<file path="config.mk">
export PLATFORM = sky130hd
export DESIGN_NAME = gauss_pair_scaler_flat
export DESIGN_NICKNAME = d
export VERILOG_FILES = /design/src/rtl/gauss_pair_scaler_if.sv /design/src/rtl/gauss_pair_scaler.sv /design/src/flat_wrapper.sv
export SDC_FILE = /design/constraint.sdc
export NUM_CORES = 2
export LEC_CHECK = 0
export ABC_AREA = 1
export BUFFER_PORTS_ARGS = -buffer_cell sky130_fd_sc_hd__buf_2
export CAP_MARGIN = 0
export CORE_ASPECT_RATIO = 2
export CORE_MARGIN = 2
export CORE_UTILIZATION = 55
export DETAILED_ROUTE_END_ITERATION = 8
export GPL_TIMING_DRIVEN = 0
export PLACE_DENSITY = 0.72
export SYNTH_ARGS = -nofsm -noshare
export SYNTH_HDL_FRONTEND = slang
export SYNTH_SLANG_ARGS = --single-unit
</file>
<file path="constraint.sdc">
create_clock -name clk -period 9.4 [get_ports clk]
set_input_delay 1.88 -clock clk [delete_from_list [all_inputs] [get_ports clk]]
set_output_delay 1.88 -clock clk [all_outputs]
set_load 0.05 [all_outputs]
</file>
<file path="src/rtl/gauss_pair_scaler_if.sv">
// ---------------------------------------------------------------------------
// gauss_pair_scaler_if
//   Bundles the sample-set input stream, the x/y output stream and the
//   statistics counter signals of gauss_pair_scaler.
//
//   master : sample producer / consumer / counter reader side
//            (drives in_valid, sd, r, c, s, mu, out_ready, cnt_clr)
//   slave  : the scaler itself
//            (drives in_ready, out_valid, x, y, sat_x, sat_y,
//             sample_cnt, sat_cnt)
// ---------------------------------------------------------------------------
interface gauss_pair_scaler_if #(
  parameter int SD_W   = 16,
  parameter int R_W    = 16,
  parameter int TRIG_W = 16,
  parameter int OUT_W  = 16,
  parameter int CNT_W  = 32
);
  logic                     in_valid;
  logic                     in_ready;
  logic        [SD_W-1:0]   sd;
  logic        [R_W-1:0]    r;
  logic signed [TRIG_W-1:0] c;
  logic signed [TRIG_W-1:0] s;
  logic signed [OUT_W-1:0]  mu;
  logic                     out_valid;
  logic                     out_ready;
  logic signed [OUT_W-1:0]  x;
  logic signed [OUT_W-1:0]  y;
  logic                     sat_x;
  logic                     sat_y;
  logic                     cnt_clr;
  logic        [CNT_W-1:0]  sample_cnt;
  logic        [CNT_W-1:0]  sat_cnt;

  modport master (
    output in_valid, sd, r, c, s, mu, out_ready, cnt_clr,
    input  in_ready, out_valid, x, y, sat_x, sat_y, sample_cnt, sat_cnt
  );

  modport slave (
    input  in_valid, sd, r, c, s, mu, out_ready, cnt_clr,
    output in_ready, out_valid, x, y, sat_x, sat_y, sample_cnt, sat_cnt
  );
endinterface

</file>
<file path="src/rtl/gauss_pair_scaler.sv">
// ---------------------------------------------------------------------------
// gauss_pair_scaler
//   Turns a Box-Muller radius r and a cos/sin pair (c, s) into two
//   fixed-point Gaussian samples:
//     x = mu + sd*r*c,  y = mu + sd*r*s
//   Three register stages (sd*r, times c/s, round+offset+saturate), one
//   pair per cycle, a single global enable so a downstream stall freezes
//   the whole pipeline.  Two statistics counters track transferred pairs
//   and transferred pairs with any clipped output.
//
// Ports
//   clk        rising-edge clock
//   rst        synchronous active-high reset
//   bus        gauss_pair_scaler_if.slave:
//                in_valid/in_ready   input handshake (in_ready = enable)
//                sd, r               unsigned scale and radius
//                c, s, mu            signed cos, sin, mean offset
//                out_valid/out_ready output handshake
//                x, y                signed samples
//                sat_x, sat_y        clip flags for x, y
//                cnt_clr             synchronous clear of both counters
//                sample_cnt          transferred pairs (wraps)
//                sat_cnt             transferred clipped pairs (sticks at max)
// ---------------------------------------------------------------------------
module gauss_pair_scaler #(
  parameter int SD_W      = 16,
  parameter int SD_FRAC   = 8,
  parameter int R_W       = 16,
  parameter int R_FRAC    = 12,
  parameter int TRIG_W    = 16,
  parameter int TRIG_FRAC = 14,
  parameter int OUT_W     = 16,
  parameter int OUT_FRAC  = 8,
  parameter int CNT_W     = 32
) (
  input logic                 clk,
  input logic                 rst,
  gauss_pair_scaler_if.slave  bus
);

  // Product widths: sd*r is unsigned, times a signed trig value needs one
  // extra bit for the sign.  SUM_W leaves headroom for the rounding
  // constant and the mean offset so neither can wrap before saturation.
  localparam int P_W   = SD_W + R_W;
  localparam int PX_W  = P_W + TRIG_W + 1;
  localparam int SUM_W = PX_W + 2;
  // Binary point of px sits SH bits above the output binary point (SH >= 1).
  localparam int SH    = SD_FRAC + R_FRAC + TRIG_FRAC - OUT_FRAC;

  // -------------------------------------------------------------------------
  // Rounding / saturation helpers
  // -------------------------------------------------------------------------

  // Round half up, then arithmetic shift down to the output binary point.
  function automatic logic signed [SUM_W-1:0] round_shift(
    input logic signed [PX_W-1:0] v
  );
    logic signed [SUM_W-1:0] v_ext;
    logic signed [SUM_W-1:0] half;
    logic signed [SUM_W-1:0] sum;
    v_ext         = {{(SUM_W-PX_W){v[PX_W-1]}}, v};
    half          = '0;
    half[SH-1]    = 1'b1;
    sum           = v_ext + half;
    return sum >>> SH;
  endfunction

  // Clip to the OUT_W signed range; MSB of the result is the clip flag.
  function automatic logic [OUT_W:0] saturate(
    input logic signed [SUM_W-1:0] v
  );
    logic signed [SUM_W-1:0] hi;
    logic signed [SUM_W-1:0] lo;
    hi            = '0;
    hi[OUT_W-2:0] = '1;
    lo            = '1;
    lo[OUT_W-2:0] = '0;
    if (v > hi) begin
      return {1'b1, hi[OUT_W-1:0]};
    end else if (v < lo) begin
      return {1'b1, lo[OUT_W-1:0]};
    end
    return {1'b0, v[OUT_W-1:0]};
  endfunction

  // Full output path for one sample: round, add mean, saturate.
  function automatic logic [OUT_W:0] scale_out(
    input logic signed [PX_W-1:0]  prod,
    input logic signed [OUT_W-1:0] mean
  );
    logic signed [SUM_W-1:0] mean_ext;
    logic signed [SUM_W-1:0] total;
    mean_ext = {{(SUM_W-OUT_W){mean[OUT_W-1]}}, mean};
    total    = round_shift(prod) + mean_ext;
    return saturate(total);
  endfunction

  // -------------------------------------------------------------------------
  // Control: global enable and stage valids
  // -------------------------------------------------------------------------
  logic ce;
  logic vld_p1_q, vld_p1_d;
  logic vld_p2_q, vld_p2_d;
  logic vld_p3_q, vld_p3_d;
  logic xfer;

  assign ce           = !vld_p3_q || bus.out_ready;
  assign bus.in_ready = ce;
  assign xfer         = vld_p3_q && bus.out_ready;

  assign vld_p1_d = ce ? bus.in_valid : vld_p1_q;
  assign vld_p2_d = ce ? vld_p1_q     : vld_p2_q;
  assign vld_p3_d = ce ? vld_p2_q     : vld_p3_q;

  always_ff @(posedge clk) begin
    if (rst) begin
      vld_p1_q <= 1'b0;
      vld_p2_q <= 1'b0;
      vld_p3_q <= 1'b0;
    end else begin
      vld_p1_q <= vld_p1_d;
      vld_p2_q <= vld_p2_d;
      vld_p3_q <= vld_p3_d;
    end
  end

  // -------------------------------------------------------------------------
  // Stage 1: p = sd * r
  // -------------------------------------------------------------------------
  logic        [P_W-1:0]    prod_d;
  logic        [P_W-1:0]    prod_p1_q;
  logic signed [TRIG_W-1:0] c_p1_q;
  logic signed [TRIG_W-1:0] s_p1_q;
  logic signed [OUT_W-1:0]  mu_p1_q;

  assign prod_d = {{R_W{1'b0}}, bus.sd} * {{SD_W{1'b0}}, bus.r};

  always_ff @(posedge clk) begin
    if (ce && bus.in_valid) begin
      prod_p1_q <= prod_d;
      c_p1_q    <= bus.c;
      s_p1_q    <= bus.s;
      mu_p1_q   <= bus.mu;
    end
  end

  // -------------------------------------------------------------------------
  // Stage 2: px = p * c, py = p * s
  // -------------------------------------------------------------------------
  logic signed [PX_W-1:0]  p_ext;
  logic signed [PX_W-1:0]  c_ext;
  logic signed [PX_W-1:0]  s_ext;
  logic signed [PX_W-1:0]  px_d;
  logic signed [PX_W-1:0]  py_d;
  logic signed [PX_W-1:0]  px_p2_q;
  logic signed [PX_W-1:0]  py_p2_q;
  logic signed [OUT_W-1:0] mu_p2_q;

  // p is unsigned: zero-extend so it multiplies as a non-negative value.
  assign p_ext = {{(TRIG_W+1){1'b0}}, prod_p1_q};
  assign c_ext = {{(P_W+1){c_p1_q[TRIG_W-1]}}, c_p1_q};
  assign s_ext = {{(P_W+1){s_p1_q[TRIG_W-1]}}, s_p1_q};
  assign px_d  = p_ext * c_ext;
  assign py_d  = p_ext * s_ext;

  always_ff @(posedge clk) begin
    if (ce && vld_p1_q) begin
      px_p2_q <= px_d;
      py_p2_q <= py_d;
      mu_p2_q <= mu_p1_q;
    end
  end

  // -------------------------------------------------------------------------
  // Stage 3: round, add mean, saturate into the output register
  // -------------------------------------------------------------------------
  logic [OUT_W:0]          res_x;
  logic [OUT_W:0]          res_y;
  logic signed [OUT_W-1:0] x_q, x_d;
  logic signed [OUT_W-1:0] y_q, y_d;
  logic                    sat_x_q, sat_x_d;
  logic                    sat_y_q, sat_y_d;
  logic                    load_p3;

  assign res_x   = scale_out(px_p2_q, mu_p2_q);
  assign res_y   = scale_out(py_p2_q, mu_p2_q);
  // Output data only changes when a real sample arrives, so it stays
  // stable through stalls and bubbles.
  assign load_p3 = ce && vld_p2_q;

  always_comb begin
    x_d     = x_q;
    y_d     = y_q;
    sat_x_d = sat_x_q;
    sat_y_d = sat_y_q;
    if (load_p3) begin
      x_d     = res_x[OUT_W-1:0];
      y_d     = res_y[OUT_W-1:0];
      sat_x_d = res_x[OUT_W];
      sat_y_d = res_y[OUT_W];
    end
  end

  always_ff @(posedge clk) begin
    if (rst) begin
      x_q     <= '0;
      y_q     <= '0;
      sat_x_q <= 1'b0;
      sat_y_q <= 1'b0;
    end else begin
      x_q     <= x_d;
      y_q     <= y_d;
      sat_x_q <= sat_x_d;
      sat_y_q <= sat_y_d;
    end
  end

  assign bus.out_valid = vld_p3_q;
  assign bus.x         = x_q;
  assign bus.y         = y_q;
  assign bus.sat_x     = sat_x_q;
  assign bus.sat_y     = sat_y_q;

  // -------------------------------------------------------------------------
  // Statistics counters
  // -------------------------------------------------------------------------
  logic [CNT_W-1:0] sample_cnt_q, sample_cnt_d;
  logic [CNT_W-1:0] sat_cnt_q, sat_cnt_d;

  // Clear wins over a same-cycle transfer; sat_cnt sticks at all-ones.
  always_comb begin
    sample_cnt_d = sample_cnt_q;
    sat_cnt_d    = sat_cnt_q;
    if (bus.cnt_clr) begin
      sample_cnt_d = '0;
      sat_cnt_d    = '0;
    end else if (xfer) begin
      sample_cnt_d = sample_cnt_q + CNT_W'(1);
      if ((sat_x_q || sat_y_q) && (sat_cnt_q != '1)) begin
        sat_cnt_d = sat_cnt_q + CNT_W'(1);
      end
    end
  end

  always_ff @(posedge clk) begin
    if (rst) begin
      sample_cnt_q <= '0;
      sat_cnt_q    <= '0;
    end else begin
      sample_cnt_q <= sample_cnt_d;
      sat_cnt_q    <= sat_cnt_d;
    end
  end

  assign bus.sample_cnt = sample_cnt_q;
  assign bus.sat_cnt    = sat_cnt_q;

endmodule

</file>
<file path="src/flat_wrapper.sv">
// flat-port wrapper written by rule: the top's interface ports become plain ports
module gauss_pair_scaler_flat 
#(
  parameter int SD_W      = 16,
  parameter int SD_FRAC   = 8,
  parameter int R_W       = 16,
  parameter int R_FRAC    = 12,
  parameter int TRIG_W    = 16,
  parameter int TRIG_FRAC = 14,
  parameter int OUT_W     = 16,
  parameter int OUT_FRAC  = 8,
  parameter int CNT_W     = 32
)
  (clk, rst, bus_in_valid, bus_sd, bus_r, bus_c, bus_s, bus_mu, bus_out_ready, bus_cnt_clr, bus_in_ready, bus_out_valid, bus_x, bus_y, bus_sat_x, bus_sat_y, bus_sample_cnt, bus_sat_cnt);
  gauss_pair_scaler_if #(.SD_W(SD_W), .R_W(R_W), .TRIG_W(TRIG_W), .OUT_W(OUT_W), .CNT_W(CNT_W)) bus_i ();
  input logic clk;
  input logic rst;
  input wire logic [$bits(bus_i.in_valid)-1:0] bus_in_valid;
  input wire logic [$bits(bus_i.sd)-1:0] bus_sd;
  input wire logic [$bits(bus_i.r)-1:0] bus_r;
  input wire logic [$bits(bus_i.c)-1:0] bus_c;
  input wire logic [$bits(bus_i.s)-1:0] bus_s;
  input wire logic [$bits(bus_i.mu)-1:0] bus_mu;
  input wire logic [$bits(bus_i.out_ready)-1:0] bus_out_ready;
  input wire logic [$bits(bus_i.cnt_clr)-1:0] bus_cnt_clr;
  output wire logic [$bits(bus_i.in_ready)-1:0] bus_in_ready;
  output wire logic [$bits(bus_i.out_valid)-1:0] bus_out_valid;
  output wire logic [$bits(bus_i.x)-1:0] bus_x;
  output wire logic [$bits(bus_i.y)-1:0] bus_y;
  output wire logic [$bits(bus_i.sat_x)-1:0] bus_sat_x;
  output wire logic [$bits(bus_i.sat_y)-1:0] bus_sat_y;
  output wire logic [$bits(bus_i.sample_cnt)-1:0] bus_sample_cnt;
  output wire logic [$bits(bus_i.sat_cnt)-1:0] bus_sat_cnt;
  assign bus_i.in_valid = bus_in_valid;
  assign bus_i.sd = bus_sd;
  assign bus_i.r = bus_r;
  assign bus_i.c = bus_c;
  assign bus_i.s = bus_s;
  assign bus_i.mu = bus_mu;
  assign bus_i.out_ready = bus_out_ready;
  assign bus_i.cnt_clr = bus_cnt_clr;
  assign bus_in_ready = bus_i.in_ready;
  assign bus_out_valid = bus_i.out_valid;
  assign bus_x = bus_i.x;
  assign bus_y = bus_i.y;
  assign bus_sat_x = bus_i.sat_x;
  assign bus_sat_y = bus_i.sat_y;
  assign bus_sample_cnt = bus_i.sample_cnt;
  assign bus_sat_cnt = bus_i.sat_cnt;
  gauss_pair_scaler #(.SD_W(SD_W), .SD_FRAC(SD_FRAC), .R_W(R_W), .R_FRAC(R_FRAC), .TRIG_W(TRIG_W), .TRIG_FRAC(TRIG_FRAC), .OUT_W(OUT_W), .OUT_FRAC(OUT_FRAC), .CNT_W(CNT_W)) u_core (.clk(clk), .rst(rst), .bus(bus_i));
endmodule
</file>
Word level (Yosys, flattened, before mapping). Index checks and enable logic that the tools add are counted.

Register bits: 295. Logic and storage cells: 50. Bits of input ports: 85.

Multiply operators: 3. Reduce and logical (&&, ||, !) cells: 10. Multiplexer cells: 10. Magnitude comparators: 4. Equality and inequality tests: 1. Add/subtract/negate cells: 6.

Operators by type and width (number): $gt 51x16->1 const B (2); $lt 51x16->1 const B (2); $mux 17 (6); $add 49x27->50 const B (2); $mul 33x16->49 (2); $add 32x1->32 const B (2); $add 24x16->25 (2); $mul 16x16->32 (1); $ne 32x32->1 const B (1); $logic_and 1x1->1 (5); $mux 1 (4); $logic_or 1x1->1 (2); $reduce_and 2->1 (1); $reduce_or 2->1 (1); $logic_not 1->1 (1).

Longest topological paths before layout.
Depth after elaboration: 6. Depth in mapped cells: 31.

Worst setup path before layout. Ideal clock, no wire load.

Path type: input-to-reg. Start point: input bus_r[1]. End point: register u_core.prod_p1_q[25], data pin. Arrival time: 7064 ps. Stages on the path: 22. Data required time: 9135 ps. Path buffers: 2. Path slack: 2071 ps. Cell sequence: clkbuf_1 clkbuf_1 nand2_1 fa_1 inv_1 fa_1 inv_1 fa_1 inv_1 fa_1 inv_1 fa_1 inv_1 fa_1 ha_1 a21oi_1 o21ai_0 a21oi_1 o21bai_1 a21oi_1 o21ai_0 xor2_1.

Longest elaborated chain between the ends: 1.

Ends and longest elaborated chain: start, declared (line flat_wrapper.sv:20) `input wire logic [$bits(bus_i.r)-1:0] bus_r;`; $mul 16x16->32 (line gauss_pair_scaler.sv:136) `assign prod_d = {{R_W{1'b0}}, bus.sd} * {{SD_W{1'b0}}, bus.r};`; net u_core.prod_d[25] (line gauss_pair_scaler.sv:130) `logic [P_W-1:0] prod_d;`; end signal, assigned (line gauss_pair_scaler.sv:140) `prod_p1_q <= prod_d;`; end, declared (line gauss_pair_scaler.sv:131) `logic [P_W-1:0] prod_p1_q;`.

The timed path passes the listed nets, and every way through them passes these cells. A chain may end at the register's enable or synchronous reset.

Worst setup path after layout.
Start point: register u_core.s_p1_q[15]. End point: register u_core.py_p2_q[46], data pin.

Longest elaborated chain between the ends: 1.

Ends and longest elaborated chain: start, declared (line gauss_pair_scaler.sv:133) `logic signed [TRIG_W-1:0] s_p1_q;`; start signal, assigned (line gauss_pair_scaler.sv:142) `s_p1_q <= bus.s;`; $mul 33x16->49 (line gauss_pair_scaler.sv:164) `assign py_d = p_ext * s_ext;`; net u_core.py_d[46] (line gauss_pair_scaler.sv:154) `logic signed [PX_W-1:0] py_d;`; end signal, assigned (line gauss_pair_scaler.sv:169) `py_p2_q <= py_d;`; end, declared (line gauss_pair_scaler.sv:156) `logic signed [PX_W-1:0] py_p2_q;`.

The timed path passes the listed nets, and every way through them passes these cells.

==> flow_summary_export.csv <==
group,metric,value,unit
cts,cts_resized,0,
worst_setup_path,cp_cell_sequence,"clkbuf_1, inv_1, buf_1, nor2_1, fa_1, fa_1, fa_1, fa_1, fa_1, inv_1, fa_1, inv_1, ha_1, nand2_1, nor2_1, inv_1, nor2_1, inv_1, nor4_1, nand2_1, o21ai_0, xor2_1",
worst_setup_path,critical_path.max_stage_delay,0.89,ns
cts,ctsHoldBuffers,0,
worst_setup_path,cp_max_fo,10,
global_route,track_usage,33.84,%
worst_setup_path,arrival,8.72,ns
place,place_area,59450,um2
place,io_buffers,151,
timing,setup_violations,0,
route,wirelength,175.6,mm
worst_setup_path,cp-start-kind,"flip-flop",
finish,final_cell_mix,"inv_1 (2,183), nand2_1 (1,949), fa_1 (1,030)",
yosys,ys_ff_latch,245,
timing,hold_viol_final,0,
finish,final_nets,9268,
die,ios,185,
route,drc,0,
finish,areaGrowthSynthToFinish,6.163,%
global_route,antenna_found_initial,0,
route,vias,47620,
place,place.detailed.hpwl,149.2,mm
timing,setup_tns,0,ns
timing,fmax,0.1195,GHz
yosys,synthTopCellsByArea,"fa_1 (36%), inv_1 (14%), nand2_1 (13%), ha_1 (10%), edfxtp_1 (7.6%)",
die,core,103000,um2
cts,cts_sinks,245,
finish,fin_area,60460,um2
global_route,grt_pass1_wl,273.4,mm
yosys,synthArstFlopShare,0,%
yosys,synthDistinctLibCells,54,
flow_run,drv_cap,0,
die,num_rows,167,
die,dieArea,106300,um2
timing,rsz0062_at_grt,"no",
worst_setup_path,path_common_cell,"fa_1",
yosys,syn_nets,9085,
timing,fin_skew,0.06712,ns
cts,postCtsSetupBuffers,0,
global_route,grt_start_max_net_pins,55,
route,ant_nets,0,
yosys,ys.flop_type,"edfxtp_1",
cts,clk_pin_slew,0.06,ns
cts,cts_buffers,28,
cts,cts_buffer_depth,3,
cts,cts_tree,"built",
route,wl_per_cell,19.37,um
worst_setup_path,critPathTopFamily,"adder cells",
yosys,yosys_warnings,0,
worst_setup_path,cp-end-kind,"flip-flop",
yosys,yosys.area.top_type,"fa_1",
yosys,yosysTopAreaCellShare,36.21,%
worst_setup_path,crit_slowest_cell,"buf_1",
place,dp_cells,9017,
yosys,synth-edff-count,144,
global_route,grt_pass1_vias,48800,
cts,clockRootBuffer,"clkbuf_16",
yosys,synthCells,7512,
die,dieHeight,459.1,um
timing,period_needed,8.371,ns
worst_setup_path,cp.required,9.75,ns
finish,final_layout_size_suffix_gt1_share,3.602,%
finish,n_antenna_cell,0,
outcome,outcome,"finished, final reports clean",
worst_setup_path,crit_type,"reg2reg",
die,initial_core_util,55.28,%
die,die_w,231.5,um
yosys,syn_avg_cell_area,7.581,um2
timing,worstMarginPinSlew,1.152,ns
timing,maxSlewViolCount,0,
route,first_iter_violations,3429,
finish,mostFrequentLayoutCell,"inv_1",
cts,h-tree-depth,1,
finish,final_cells,9069,
place,gp_congestion,0.9957,
worst_setup_path,cp.buffers_inverters,7,
timing,whs,0.4194,ns
route,viasPerCell,5.251,
yosys,yosysSeqAreaShare,11.14,%
yosys,synth.cell_area,56950,um2
cts,insertion_delay,0.69,ns
timing,fin_crit_sh,89.06,%
timing,relSlewSlack,23.17,%
route,drt_pass1_iterations,8,
worst_hold_path,hp-class,"reg2reg",
global_route,overflow,0,
==> area by class of cell <==
| type | count | area (um2) |
|---|---|---|
| Timing Repair Buffer | 153 | 803.3 |
| Clock inverter | 21 | 269.0 |
| Buffer | 278 | 1085 |
| Multi-Input combinational cell | 4802 | 41310 |
| Clock buffer | 31 | 743.2 |
| Inverter | 2187 | 8212 |
| Fill cell | 9654 | 42550 |
| Tap cell | 1352 | 1692 |
| Sequential cell | 245 | 6346 |
==> flip-flops by register name (all words and copies together) (netlist names) <==
signal / count
u_core.bus.out_valid: 1
u_core.bus.sample_cnt: 32
u_core.bus.sat_cnt: 32
u_core.bus.sat_x: 1
u_core.bus.sat_y: 1
u_core.bus.x: 16
u_core.bus.y: 16
u_core.c_p1_q: 16
u_core.mu_p1_q: 16
u_core.mu_p2_q: 16
u_core.prod_p1_q: 32
u_core.px_p2_q: 24
u_core.py_p2_q: 24
u_core.s_p1_q: 16
u_core.vld_p1_q: 1
u_core.vld_p2_q: 1
==> synthesized netlist by cell type (8+ instances only) <==
cell      instances
o21bai_1          9
o21ai_0         152
nand2_2          11
buf_1             8
nand4_1          55
xnor2_1          46
nor3_1           58
nor2_2           11
a21oi_1         256
xor2_1          137
nor2_1          355
ha_1            458
a31oi_1          17
clkbuf_1        262
nand2_1        1949
edfxtp_1        144
dfxtp_1         101
inv_1          2185
a21oi_2          20
o21a_1           18
nand3_1         105
nor4_1           28
a21o_1           16
fa_1           1030
==> worst paths after layout <==
check                           slack [ns]                 end  depth (start not counted)               start
worst max register to register        1.03  u_core.py_p2_q[46]                         22   u_core.s_p1_q[15]
worst min register to register        0.42  u_core.mu_p2_q[11]                          0  u_core.mu_p1_q[11]
worst min-delay path                  0.42  u_core.mu_p2_q[11]                          0  u_core.mu_p1_q[11]
worst max-delay path                  1.03  u_core.py_p2_q[46]                         22   u_core.s_p1_q[15]
==> routing by layer <==
layer | GRT usage [%] | vias up | routed length, um
met5 | 0 | - | 0
met4 | 20.59 | 0 | 12980
met3 | 5.673 | 484 | 15530
met2 | 54.28 | 2169 | 79770
met1 | 42.79 | 22820 | 67350
li1 | - | 22140 | -
==> kinds of logic after synthesis <==
kind of cell	Yosys count	share of synthesized area, %
xor+xnor	183	2.814
simple gates	2607	18.29
buf+inv	2465	16.32
compound gates	524	5.167
flops	245	11.14
fa+ha+maj	1488	46.27
==> metrics by stage <==
stage / util [%] / setup slack [ns]
2_1_floorplan: - / 2.071
3_3_place_gp: 57.66 / 0.8544
3_5_place_dp: 57.71 / 0.8127
4_1_cts: 58.69 / 1.297
5_1_grt: 58.69 / 0.8647
6_report: 58.69 / 1.029
Power is not shown: default switching activity piles up to over one toggle a cycle in this logic, so the estimate is an artifact.
